File: config.mk
export PLATFORM = sky130hd
export DESIGN_NAME = mem_stage_flat
export DESIGN_NICKNAME = d
export VERILOG_FILES = /design/src/rtl/mem_stage_pkg.sv /design/src/rtl/mem_stage_if.sv /design/src/rtl/mem_stage_dmem_handshake.sv /design/src/rtl/mem_stage.sv /design/src/flat_wrapper.sv
export SDC_FILE = /design/constraint.sdc
export NUM_CORES = 1
export LEC_CHECK = 0
export ABC_AREA = 1
export CAP_MARGIN = 30
export CORE_MARGIN = 2
export CORE_UTILIZATION = 39
export CTS_CLUSTER_SIZE = 10
export DETAILED_ROUTE_END_ITERATION = 8
export HOLD_SLACK_MARGIN = 0.08
export PLACE_DENSITY = 0.79
export SETUP_SLACK_MARGIN = 0.4
export SKIP_CTS_REPAIR_TIMING = 1
export SYNTH_ARGS = -nofsm -noshare
export SYNTH_HDL_FRONTEND = slang
export SYNTH_SLANG_ARGS = --single-unit
File: constraint.sdc
create_clock -name clk -period 1.55 [get_ports clk]
set_clock_uncertainty 0.1 [all_clocks]
set_input_delay 0.465 -clock clk [delete_from_list [all_inputs] [get_ports clk]]
set_output_delay 0.465 -clock clk [all_outputs]
set_load 0.01 [all_outputs]
File: src/rtl/mem_stage_pkg.sv
// Shared opcode header for the execute and memory stages, plus datapath widths.
package mem_stage_pkg;

  localparam int DATA_W = 16;
  localparam int ADDR_W = 16;
  localparam int OP_W   = 4;
  localparam int REG_W  = 4;
  localparam int CNT_W  = 8;

  localparam logic [OP_W-1:0] OP_ADD = 4'b0000;
  localparam logic [OP_W-1:0] OP_SUB = 4'b0001;
  localparam logic [OP_W-1:0] OP_AND = 4'b0010;
  localparam logic [OP_W-1:0] OP_OR  = 4'b0011;
  localparam logic [OP_W-1:0] OP_XOR = 4'b0100;
  localparam logic [OP_W-1:0] OP_SLT = 4'b0101;
  localparam logic [OP_W-1:0] OP_LW  = 4'b1000;
  localparam logic [OP_W-1:0] OP_SW  = 4'b1001;
  localparam logic [OP_W-1:0] OP_HLT = 4'b1111;

  function automatic logic is_mem_op(input logic [OP_W-1:0] op);
    return (op == OP_LW) || (op == OP_SW);
  endfunction

endpackage

File: src/rtl/mem_stage_if.sv
// Data-memory request/acknowledge bus between the memory stage and the data memory.
interface mem_stage_if;
  import mem_stage_pkg::*;

  logic              dmem_req;
  logic              dmem_we;
  logic [ADDR_W-1:0] dmem_addr;
  logic [DATA_W-1:0] dmem_wdata;
  logic              dmem_ack;
  logic [DATA_W-1:0] dmem_rdata;

  modport master (
    output dmem_req, dmem_we, dmem_addr, dmem_wdata,
    input  dmem_ack, dmem_rdata
  );

  modport slave (
    input  dmem_req, dmem_we, dmem_addr, dmem_wdata,
    output dmem_ack, dmem_rdata
  );

endinterface

File: src/rtl/mem_stage_dmem_handshake.sv
// IDLE/WAIT handshake controller: owns the request, the timeout counter and
// the strobes telling the memory stage when its held instruction leaves.
module dmem_handshake
  import mem_stage_pkg::*;
#(
  parameter int MEM_TIMEOUT = 255
) (
  input  logic clk,
  input  logic rst,
  input  logic m_valid,
  input  logic is_mem,
  input  logic accept_mem,
  input  logic ack,
  output logic req,
  output logic acked,
  output logic timeout_hit,
  output logic complete,
  output logic advance
);

  typedef enum logic {
    IDLE = 1'b0,
    WAIT = 1'b1
  } state_t;

  localparam logic [CNT_W-1:0] LAST_CNT = CNT_W'(MEM_TIMEOUT - 1);

  state_t           state;
  logic [CNT_W-1:0] count;

  assign req         = (state == WAIT);
  assign acked       = req & ack;
  assign timeout_hit = req & ~ack & (count == LAST_CNT);
  assign complete    = m_valid & (~is_mem | acked);
  assign advance     = complete | timeout_hit;

  // Request FSM and wait counter; a new memory op accepted on the ack edge keeps the request up.
  always_ff @(posedge clk) begin
    if (rst) begin
      state <= IDLE;
      count <= '0;
    end else begin
      case (state)
        IDLE: begin
          if (m_valid && is_mem) begin
            state <= WAIT;
            count <= '0;
          end
        end
        WAIT: begin
          if (ack) begin
            state <= accept_mem ? WAIT : IDLE;
            count <= '0;
          end else if (timeout_hit) begin
            state <= IDLE;
            count <= '0;
          end else begin
            count <= count + CNT_W'(1);
          end
        end
        default: begin
          state <= IDLE;
          count <= '0;
        end
      endcase
    end
  end

endmodule

File: src/rtl/mem_stage.sv
// Memory stage: EX/MEM register, LW/SW data-memory access, MEM/WB register
// and the EX/MEM forwarding tap for the execute stage.
module mem_stage
  import mem_stage_pkg::*;
#(
  parameter int MEM_TIMEOUT = 255
) (
  input  logic              clk,
  input  logic              rst,
  input  logic              ex_valid,
  input  logic [OP_W-1:0]   ex_opcode,
  input  logic [ADDR_W-1:0] ex_addr,
  input  logic [DATA_W-1:0] ex_data,
  input  logic [REG_W-1:0]  ex_rd,
  input  logic              ex_regwrite,
  output logic              mem_ready,
  mem_stage_if.master       dmem,
  output logic              fwd_valid,
  output logic [REG_W-1:0]  fwd_rd,
  output logic [DATA_W-1:0] fwd_data,
  output logic              wb_valid,
  output logic              wb_we,
  output logic [REG_W-1:0]  wb_rd,
  output logic [DATA_W-1:0] wb_data,
  output logic              wb_halt,
  output logic              mem_err
);

  logic              m_valid;
  logic [OP_W-1:0]   m_opcode;
  logic [ADDR_W-1:0] m_addr;
  logic [DATA_W-1:0] m_data;
  logic [REG_W-1:0]  m_rd;
  logic              m_regwrite;

  logic is_mem;
  logic accept;
  logic accept_mem;
  logic req;
  logic acked;
  logic timeout_hit;
  logic complete;
  logic advance;
  logic addr_lsb_unused;

  assign is_mem     = is_mem_op(m_opcode);
  assign mem_ready  = ~m_valid | ~is_mem | acked | timeout_hit;
  assign accept     = ex_valid & mem_ready;
  assign accept_mem = accept & is_mem_op(ex_opcode);

  dmem_handshake #(
    .MEM_TIMEOUT (MEM_TIMEOUT)
  ) u_handshake (
    .clk         (clk),
    .rst         (rst),
    .m_valid     (m_valid),
    .is_mem      (is_mem),
    .accept_mem  (accept_mem),
    .ack         (dmem.dmem_ack),
    .req         (req),
    .acked       (acked),
    .timeout_hit (timeout_hit),
    .complete    (complete),
    .advance     (advance)
  );

  // Memory bus: word-aligned address, fields only driven while a request is up.
  assign dmem.dmem_req   = req;
  assign dmem.dmem_we    = req & (m_opcode == OP_SW);
  assign dmem.dmem_addr  = req ? {m_addr[ADDR_W-1:1], 1'b0} : '0;
  assign dmem.dmem_wdata = req ? m_data : '0;
  assign addr_lsb_unused = m_addr[0];

  // A loaded value is not known until the ack, so only non-LW results forward.
  assign fwd_valid = m_valid & m_regwrite & (m_opcode != OP_LW);
  assign fwd_rd    = m_rd;
  assign fwd_data  = m_data;

  // EX/MEM register: capture on accept, empty when the held instruction leaves.
  always_ff @(posedge clk) begin
    if (rst) begin
      m_valid    <= 1'b0;
      m_opcode   <= '0;
      m_addr     <= '0;
      m_data     <= '0;
      m_rd       <= '0;
      m_regwrite <= 1'b0;
    end else if (accept) begin
      m_valid    <= 1'b1;
      m_opcode   <= ex_opcode;
      m_addr     <= ex_addr;
      m_data     <= ex_data;
      m_rd       <= ex_rd;
      m_regwrite <= ex_regwrite;
    end else if (advance) begin
      m_valid    <= 1'b0;
    end
  end

  // MEM/WB register: a timed-out access never reaches writeback.
  always_ff @(posedge clk) begin
    if (rst) begin
      wb_valid <= 1'b0;
      wb_we    <= 1'b0;
      wb_rd    <= '0;
      wb_data  <= '0;
      wb_halt  <= 1'b0;
    end else begin
      wb_valid <= complete;
      wb_we    <= complete & m_regwrite & (m_opcode != OP_SW);
      wb_halt  <= complete & (m_opcode == OP_HLT);
      wb_rd    <= m_rd;
      wb_data  <= (m_opcode == OP_LW) ? dmem.dmem_rdata : m_data;
    end
  end

  // Sticky error flag, cleared only by reset.
  always_ff @(posedge clk) begin
    if (rst) begin
      mem_err <= 1'b0;
    end else if (timeout_hit) begin
      mem_err <= 1'b1;
    end
  end

endmodule

File: src/flat_wrapper.sv
// flat-port wrapper written by rule: the top's interface ports become plain ports
module mem_stage_flat import mem_stage_pkg::*;
#(
  parameter int MEM_TIMEOUT = 255
)
  (clk, rst, ex_valid, ex_opcode, ex_addr, ex_data, ex_rd, ex_regwrite, mem_ready, fwd_valid, fwd_rd, fwd_data, wb_valid, wb_we, wb_rd, wb_data, wb_halt, mem_err, dmem_dmem_req, dmem_dmem_we, dmem_dmem_addr, dmem_dmem_wdata, dmem_dmem_ack, dmem_dmem_rdata);
  mem_stage_if dmem_i ();
  input  logic clk;
  input  logic rst;
  input  logic ex_valid;
  input  logic [OP_W-1:0] ex_opcode;
  input  logic [ADDR_W-1:0] ex_addr;
  input  logic [DATA_W-1:0] ex_data;
  input  logic [REG_W-1:0] ex_rd;
  input  logic ex_regwrite;
  output logic mem_ready;
  output logic fwd_valid;
  output logic [REG_W-1:0] fwd_rd;
  output logic [DATA_W-1:0] fwd_data;
  output logic wb_valid;
  output logic wb_we;
  output logic [REG_W-1:0] wb_rd;
  output logic [DATA_W-1:0] wb_data;
  output logic wb_halt;
  output logic mem_err;
  output wire logic [$bits(dmem_i.dmem_req)-1:0] dmem_dmem_req;
  output wire logic [$bits(dmem_i.dmem_we)-1:0] dmem_dmem_we;
  output wire logic [$bits(dmem_i.dmem_addr)-1:0] dmem_dmem_addr;
  output wire logic [$bits(dmem_i.dmem_wdata)-1:0] dmem_dmem_wdata;
  input wire logic [$bits(dmem_i.dmem_ack)-1:0] dmem_dmem_ack;
  input wire logic [$bits(dmem_i.dmem_rdata)-1:0] dmem_dmem_rdata;
  assign dmem_dmem_req = dmem_i.dmem_req;
  assign dmem_dmem_we = dmem_i.dmem_we;
  assign dmem_dmem_addr = dmem_i.dmem_addr;
  assign dmem_dmem_wdata = dmem_i.dmem_wdata;
  assign dmem_i.dmem_ack = dmem_dmem_ack;
  assign dmem_i.dmem_rdata = dmem_dmem_rdata;
  mem_stage #(.MEM_TIMEOUT(MEM_TIMEOUT)) u_core (.clk(clk), .rst(rst), .ex_valid(ex_valid), .ex_opcode(ex_opcode), .ex_addr(ex_addr), .ex_data(ex_data), .ex_rd(ex_rd), .ex_regwrite(ex_regwrite), .mem_ready(mem_ready), .dmem(dmem_i), .fwd_valid(fwd_valid), .fwd_rd(fwd_rd), .fwd_data(fwd_data), .wb_valid(wb_valid), .wb_we(wb_we), .wb_rd(wb_rd), .wb_data(wb_data), .wb_halt(wb_halt), .mem_err(mem_err));
endmodule
Word-level counts from Yosys, hierarchy flattened:

Index checks and enable logic that the tools add are counted.

* bits in registers: 75
* input port bits: 61
* output and inout bits: 80
* word-level logic and storage cells: 63

* add/sub/neg operators: 1
* eq/ne operators: 9
* mux-type cells: 14
* bitwise logic cells: 21
* reduce and logical (&&, ||, !) cells: 4

Operators with widths (number)
* $mux 16: 3
* $mux 8: 3
* $eq 4x4->1 const B: 5
* $pmux 8 s2: 1
* $and 1x1->1: 12
* $add 8x1->8 const B: 1
* $eq 8x8->1 const B: 1
* $ne 4x4->1 const B: 2
* $mux 1: 6
* $or 1x1->1: 5
* $not 1->1: 4
* $logic_or 1x1->1: 2
* $ne 2x2->1 const B: 1
* $pmux 1 s2: 1
* $reduce_bool 2->1: 1
* $logic_and 1x1->1: 1

Logic depth before layout (Yosys ltp):

Gate-level depths: netlist (run 1).

* depth in word-level cells: 11
* depth in mapped cells: 10

By module:

A second synthesis (run 1) with hierarchy kept.

* cell total of the unflattened synthesis: 446
* area, all modules: 3289.4 um2

Modules (own cells, without submodules)
* mem_stage: times used 1, cells an instance 359, area each 2730.1 um2, seq. area each 1301.2 um2
* dmem_handshake: times used 1, cells an instance 87, area each 559.3 um2, seq. area each 180.2 um2

Least setup slack after synthesis (run 1):

Ideal clock, no wire load.

* path kind: register to output
* start: register u_core.m_opcode[3]
* end: output fwd_valid
* arrival: 1115 ps
* required time: 985 ps
* slack: -130 ps
* cell stages (with the launch flop): 7
* cells stage by stage: dfxtp_1 > inv_1 > nor2_1 > nand2_1 > clkinv_1 > buf_4 > nor2_1

* longest elaborated chain between the ends: 2

RTL lines
* start: declaration: RTL line mem_stage.sv:30 `logic [OP_W-1:0] m_opcode;`
* start signal: assignment: RTL line mem_stage.sv:90 `m_opcode <= ex_opcode;`
* $ne 4x4->1: RTL line mem_stage.sv:75 `assign fwd_valid = m_valid & m_regwrite & (m_opcode != OP_LW);`
* $and 1x1->1: RTL line mem_stage.sv:75
* end: declaration: RTL line flat_wrapper.sv:17 `output logic fwd_valid;`

No other way between the ends.

Worst setup path in the final report (run 1):

* start: register u_core.u_handshake.state (netlist: u_core.u_handshake.req)
* end: output mem_ready

* longest elaborated chain between the ends: 3

RTL lines
* start: declaration: RTL line mem_stage_dmem_handshake.sv:28 `state_t state;`
* start signal: assignment: RTL line mem_stage_dmem_handshake.sv:52 `state <= accept_mem ? WAIT : IDLE;`
* $and 1x1->1, on equally long branches: RTL line mem_stage_dmem_handshake.sv:32, mem_stage_dmem_handshake.sv:33
* $or 1x1->1 or $and 1x1->1 (tied branches): RTL line mem_stage.sv:47, mem_stage_dmem_handshake.sv:33
* $or 1x1->1 (*): RTL line mem_stage.sv:47 `assign mem_ready = ~m_valid | ~is_mem | acked | timeout_hit;`
* end: declaration: RTL line flat_wrapper.sv:16 `output logic mem_ready;`

Every way passes the cells marked *; elsewhere a longest branch is shown, timed or not.

==> impl_metrics.yaml, run 1 <==
final_layout:
  nFillCells: 548
  drive_gt1_frac: 0.520
  nNetsFinal: 781
  finalNonFillerCells: 831
  antenna_cells: 0
  areaGrowthSynthToFinish_pct: 93.1
  multi_input_area_mm2: 0.00206
  seqCellArea_mm2: 0.00158
  stdcell_area_mm2: 0.00673
routing:
  drt-total-wl_um: 13900
  drt-initial-drc-count: 175
  via_count: 4184
  ant_nets: 0
  drc: 0
  dr.pass1.iters: 5
  via_per_inst: 5.03
  wl_per_cell_um: 16.7
synthesis:
  yosys.cell_count.top_type: "nand2_1"
  synth_area_mm2: 0.00348
  yosys.area.top_type: "dfxtp_1"
  synthTopCellsByCount: "100 x nand2_1, 89 x inv_1, 89 x nor2_1, 74 x dfxtp_1, 48 x a21oi_1"
  synth_fp_nets: 582
  netlist_instances: 519
  async_reset_ff_frac: 0
  synth_top_area_frac: 0.425
  synth_edf_count: 0
  synth_flop_cell: "dfxtp_1"
  ys_types: 27
  avgSynthCellArea_um2: 6.71
  yosysSeqAreaShare: 0.425
  yosys_register_bits: 74
  yosysWarningCount: 0
  synth_area_leaders: "dfxtp_1 43%, nand2_1 11%, inv_1 9.6%, nor2_1 9.6%, a21oi_1 6.9%"
critical_path:
  slowest_stage: "dfxtp_4"
  crit_start: "u_core.u_handshake.req$_SDFF_PP0_"
  critPathCaptureType: "primary output"
  reg2reg_from: "u_core.u_handshake.req$_SDFF_PP0_"
  crit_type: "flop to primary output"
  crit_chain: "buf_6, nand2_4, nand3_4, nor2_4, nand2_8, buf_6"
  path_buf_inv: 2
  path_depth: 6
  cp_common_cell: "buf_6"
  crit_arrival_ns: 1.37
  crit_fanout: 5
  start_kind: "flop"
  cpPeakStageDelay_ns: 0.39
  crit_family: "flip-flops"
  reg2reg_depth: 10
  required_ns: 0.98
global_routing:
  grt_pass1_wl_um: 16500
  grt_overflow: 0
  track_usage: 0.207
  antenna_found_initial: 0
  grt_pass1_vias: 3608
  grt_max_degree: 50
timing:
  period_minus_slack_ns: 1.93
  setup_viol: 77
  grt_setup_unrepaired: "true"
  setup_ws_ns: -0.385
  finalHoldViolations: 0
  finalMaxSlewViolations: 0
  period_share: 1.25
  max_freq_mhz: 517
die:
  die_w_um: 98.5
  core-area_mm2: 0.00868
  start_util: 0.402
  rows: 34
  pin_count: 141
  die_h_um: 98.5
  die_area_mm2: 0.00971
run:
  cap_violations: 0
min_path:
  min_path_cells: 2
  min_from: "u_core.fwd_rd[3]$_SDFFE_PP0P_"
  hp-class: "flop to flop"
placed_design:
  place_area_mm2: 0.00560
  place_hpwl_um: 7230
  gp_congestion: 0.807
  dp.cells: 785
  io_buffers: 138
outcome:
  violations: "negative setup slack"
  status: "finished, violations left"
clocking:
  cts_inserted_buffers: 9
  clk_latency_ns: 0.35
  clkSinkCount: 74
  clkTransAtPathRegs_ns: 0.10
  htreeDepth: 3
  ctsLongestPathBuffers: 2
  cts_tree: "built"
  clock-root-buffer: "clkbuf_8"
power:
  total_power_mw: 4.98
  power_leakage_nw: 3.59
  ir_drop_uv: 519
  powerDensity_mw_per_mm2: 740
## placed cells by master, fill, tap and decap left out, types with 3 or more instances in the layout
cell,netlist,layout
a21oi_1,48,35
a21oi_2,2,14
buf_12,0,8
buf_2,1,8
buf_4,2,47
buf_6,7,85
buf_8,2,4
clkbuf_16,0,8
clkbuf_8,0,10
clkdlybuf4s50_1,0,56
dfxtp_1,74,30
dfxtp_2,0,28
dfxtp_4,0,16
inv_1,89,53
inv_2,0,36
inv_6,0,3
nand2_1,100,60
nand2_2,2,12
nand2_4,1,31
nand3_1,47,18
nand3_2,2,29
nor2_1,89,84
nor2_2,2,3
nor2_4,2,6
o21ai_2,0,15
## worst paths after layout
check | slack, ns | to
worst max-delay path | -0.38 | mem_ready
worst min-delay path | 0.35 | u_core.wb_rd[3]$_SDFF_PP0_
worst max register to register | -0.29 | u_core.m_opcode[3]$_SDFFE_PP0P_
worst min register to register | 0.35 | u_core.wb_rd[3]$_SDFF_PP0_
## state kept, by name (all words and copies together), names as in the netlist
signal and count:
u_core.m_addr 15, u_core.fwd_rd 4, u_core.wb_data 16, u_core.wb_we 1, u_core.m_opcode 4, u_core.m_regwrite 1
u_core.fwd_data 16, u_core.wb_rd 4, u_core.wb_halt 1, u_core.mem_err 1, u_core.u_handshake.count 8, u_core.u_handshake.req 1
u_core.m_valid 1, u_core.wb_valid 1
## worst min-delay path, cell delays in order (launching register included)
cell and delay [ns]:
dfxtp_2 0.34, inv_1 0.05, nor2_1 0.03
## logic make-up after synthesis
group / count (synthesis) / share of synthesized area
adder cells (fa/ha/maj): 2 / 0.00718
AND/OR/NAND/NOR: 250 / 0.306
other: 1 / 0.00108
flip-flops: 74 / 0.425
buffers and inverters: 121 / 0.154
AO/OA/AOI/OAI: 69 / 0.101
XOR/XNOR: 2 / 0.00503
## per-layer routing
metal,vias up,track usage,part of all wire,wire length (µm)
met2,215,0.357,0.53,7380
li1,1977,-,-,-
met1,1948,0.259,0.36,4980
met5,-,0,0,0
met4,0,0.0685,0.037,510
met3,44,0.0404,0.071,987
## power breakdown
part	switching, mW	leakage, nW	internal [mW]
clock network	0.802	0.118	0.972
logic	0.488	2.84	0.576
registers	0.121	0.631	2.02
total	1.41	3.59	3.57
## cell type report
| cell class | count | area share |
|---|---|---|
| clock buffers | 10 | 0.0204 |
| clock inverters | 6 | 0.0141 |
| inverters | 90 | 0.0506 |
| multi-input cells | 324 | 0.306 |
| flip-flops and latches | 74 | 0.234 |
| well taps | 108 | 0.0201 |
| repair buffers | 219 | 0.354 |
## through the flow
step / hold WS, ns / setup slack (ns) / setup TNS, ns / utilization
floorplan: 0.338 / -0.0529 / -0.0529 / -
global placement: 0.330 / -0.849 / -38.46 / 0.645
detailed placement: 0.336 / -0.878 / -40.71 / 0.645
CTS: 0.351 / -0.882 / -46.65 / 0.672
global route: 0.383 / -0.424 / -20.89 / 0.776
finish: 0.350 / -0.385 / -17.17 / 0.776
No activity file was read; power rests on OpenSTA's default activity.
==> run 2, diff against run 1 <==
- CORE_ASPECT_RATIO: unset -> 2
- clock period: 1.55 -> 1.7 ns (I/O delays scaled with it)
==> run 2 against run 1 <==
  * The run still ends with negative setup slack left
  * Via count up 6.0%
  * Sequential share of layout area decreased by 1.1 points
  * Non-clock buffer count rose by 24
  * Final cell count increased by 2.0%
  * Die area increased by 0.47%
  * Clock power grew 4%
  * Register-to-register slack better by 0.15 ns
  * Critical path type unchanged
  * Largest cell class unchanged
==> impl_metrics.yaml, run 2 (synthesized netlist as in run 1, its figures left out) <==
outcome:
  status: "finished, violations left"
  violations: "negative setup slack"
critical_path:
  crit_family: "buffers and inverters"
  required_ns: 1.09
  crit_type: "flop to primary output"
  crit_chain: "buf_6, buf_12, buf_6, buf_12, nand2_4, inv_2, buf_6"
  cpPeakStageDelay_ns: 0.37
  crit_fanout: 5
  slowest_stage: "dfxtp_4"
  cp_common_cell: "buf_6"
  crit_arrival_ns: 1.42
  start_kind: "flop"
  critPathCaptureType: "primary output"
  path_buf_inv: 6
die:
  start_util: 0.403
  die_area_mm2: 0.00975
  core-area_mm2: 0.00865
  rows: 48
  pin_count: 141
  die_w_um: 70.8
  die_h_um: 138
power:
  powerDensity_mw_per_mm2: 681
  power_leakage_nw: 3.64
  ir_drop_uv: 668
  total_power_mw: 4.81
final_layout:
  final_core_util: 0.816
  areaGrowthSynthToFinish_pct: 103
  final_cell_mix: "86 x nor2_1, 72 x buf_6, 65 x buf_4, 57 x nand2_1, 56 x clkdlybuf4s50_1"
  drive_gt1_frac: 0.544
  finalNonFillerCells: 848
  antenna_cells: 0
  stdcell_area_mm2: 0.00706
  nNetsFinal: 806
  layout_commonest_cell: "nor2_1"
routing:
  ant_nets: 0
  via_per_inst: 5.23
  drc: 0
  drt-initial-drc-count: 287
  dr.pass1.iters: 5
  wl_per_cell_um: 18.5
  drt-total-wl_um: 15700
  via_count: 4433
clocking:
  clkTransAtPathRegs_ns: 0.06
  ctsLongestPathBuffers: 2
  cts_tree: "built"
  clk_latency_ns: 0.34
  clkSinkCount: 74
  clock-root-buffer: "clkbuf_16"
  htreeDepth: 3
  cts_inserted_buffers: 9
placed_design:
  place_hpwl_um: 8080
  place_area_mm2: 0.00560
  dp.cells: 773
  pre_cts_ws_ns: -0.880
  io_buffers: 138
  gp_congestion: 0.917
timing:
  period_share: 1.19
  setup_ws_ns: -0.326
  final.setup.tns_ns: -8.52
  setup_viol: 71
  hold_slack_ns: 0.344
  period_minus_slack_ns: 2.03
  finalHoldViolations: 0
  finalMaxSlewViolations: 0
  grt_setup_unrepaired: "true"
  max_freq_mhz: 494
global_routing:
  grt_pass1_vias: 3846
  grt_max_degree: 47
  track_usage: 0.226
  grt_overflow: 0
  antenna_found_initial: 0
  grt_pass1_wl_um: 17400
min_path:
  hp-class: "flop to flop"
run:
  cap_violations: 0
[run 2: final cells by class]
type	count	area, µm²
Multi-Input combinational cell	325	2120
Clock buffer	14	274
Sequential cell	74	1570
Fill cell	486	1590
Timing Repair Buffer	243	2610
Tap cell	100	125
Clock inverter	2	10.0
Inverter	90	349
[run 2: path summary, 6_finish.rpt]
| path | startpoint | to | slack (ns) | cells after the start |
|---|---|---|---|---|
| max | u_core.u_handshake.req$_SDFF_PP0_ | dmem_dmem_wdata[8] | -0.33 | 7 |
| min | u_core.fwd_rd[2]$_SDFFE_PP0P_ | u_core.wb_rd[2]$_SDFF_PP0_ | 0.34 | 2 |
| max reg2reg | u_core.u_handshake.req$_SDFF_PP0_ | u_core.m_regwrite$_SDFFE_PP0P_ | -0.14 | 11 |
| min reg2reg | u_core.fwd_rd[2]$_SDFFE_PP0P_ | u_core.wb_rd[2]$_SDFF_PP0_ | 0.34 | 2 |
[run 2: worst reg2reg max path: stages (launching register included)]
cell     delay [ns]
dfxtp_4        0.37
buf_4          0.16
nand2_8        0.06
nand3_4        0.08
nor2_4         0.16
nand2_8        0.07
buf_6          0.13
buf_12         0.15
buf_4          0.14
buf_6          0.13
a21oi_2        0.13
nor2_1         0.06
[run 2: power by group]
part	total [mW]	internal, mW	leakage (nW)	switching, mW
Combinational	1.00	0.546	2.87	0.457
Clock	1.84	1.10	0.143	0.735
Sequential	1.97	1.85	0.629	0.119
Total	4.81	3.50	3.64	1.31
[run 2: metal layers]
| metal | wire (µm) | vias up | track usage | share of wire |
|---|---|---|---|---|
| met3 | 730 | 81 | 0.0307 | 0.047 |
| met5 | 0 | - | 0 | 0 |
| met2 | 8690 | 219 | 0.424 | 0.55 |
| met1 | 5140 | 2111 | 0.229 | 0.33 |
| met4 | 1130 | 0 | 0.139 | 0.072 |
| li1 | - | 2022 | - | - |
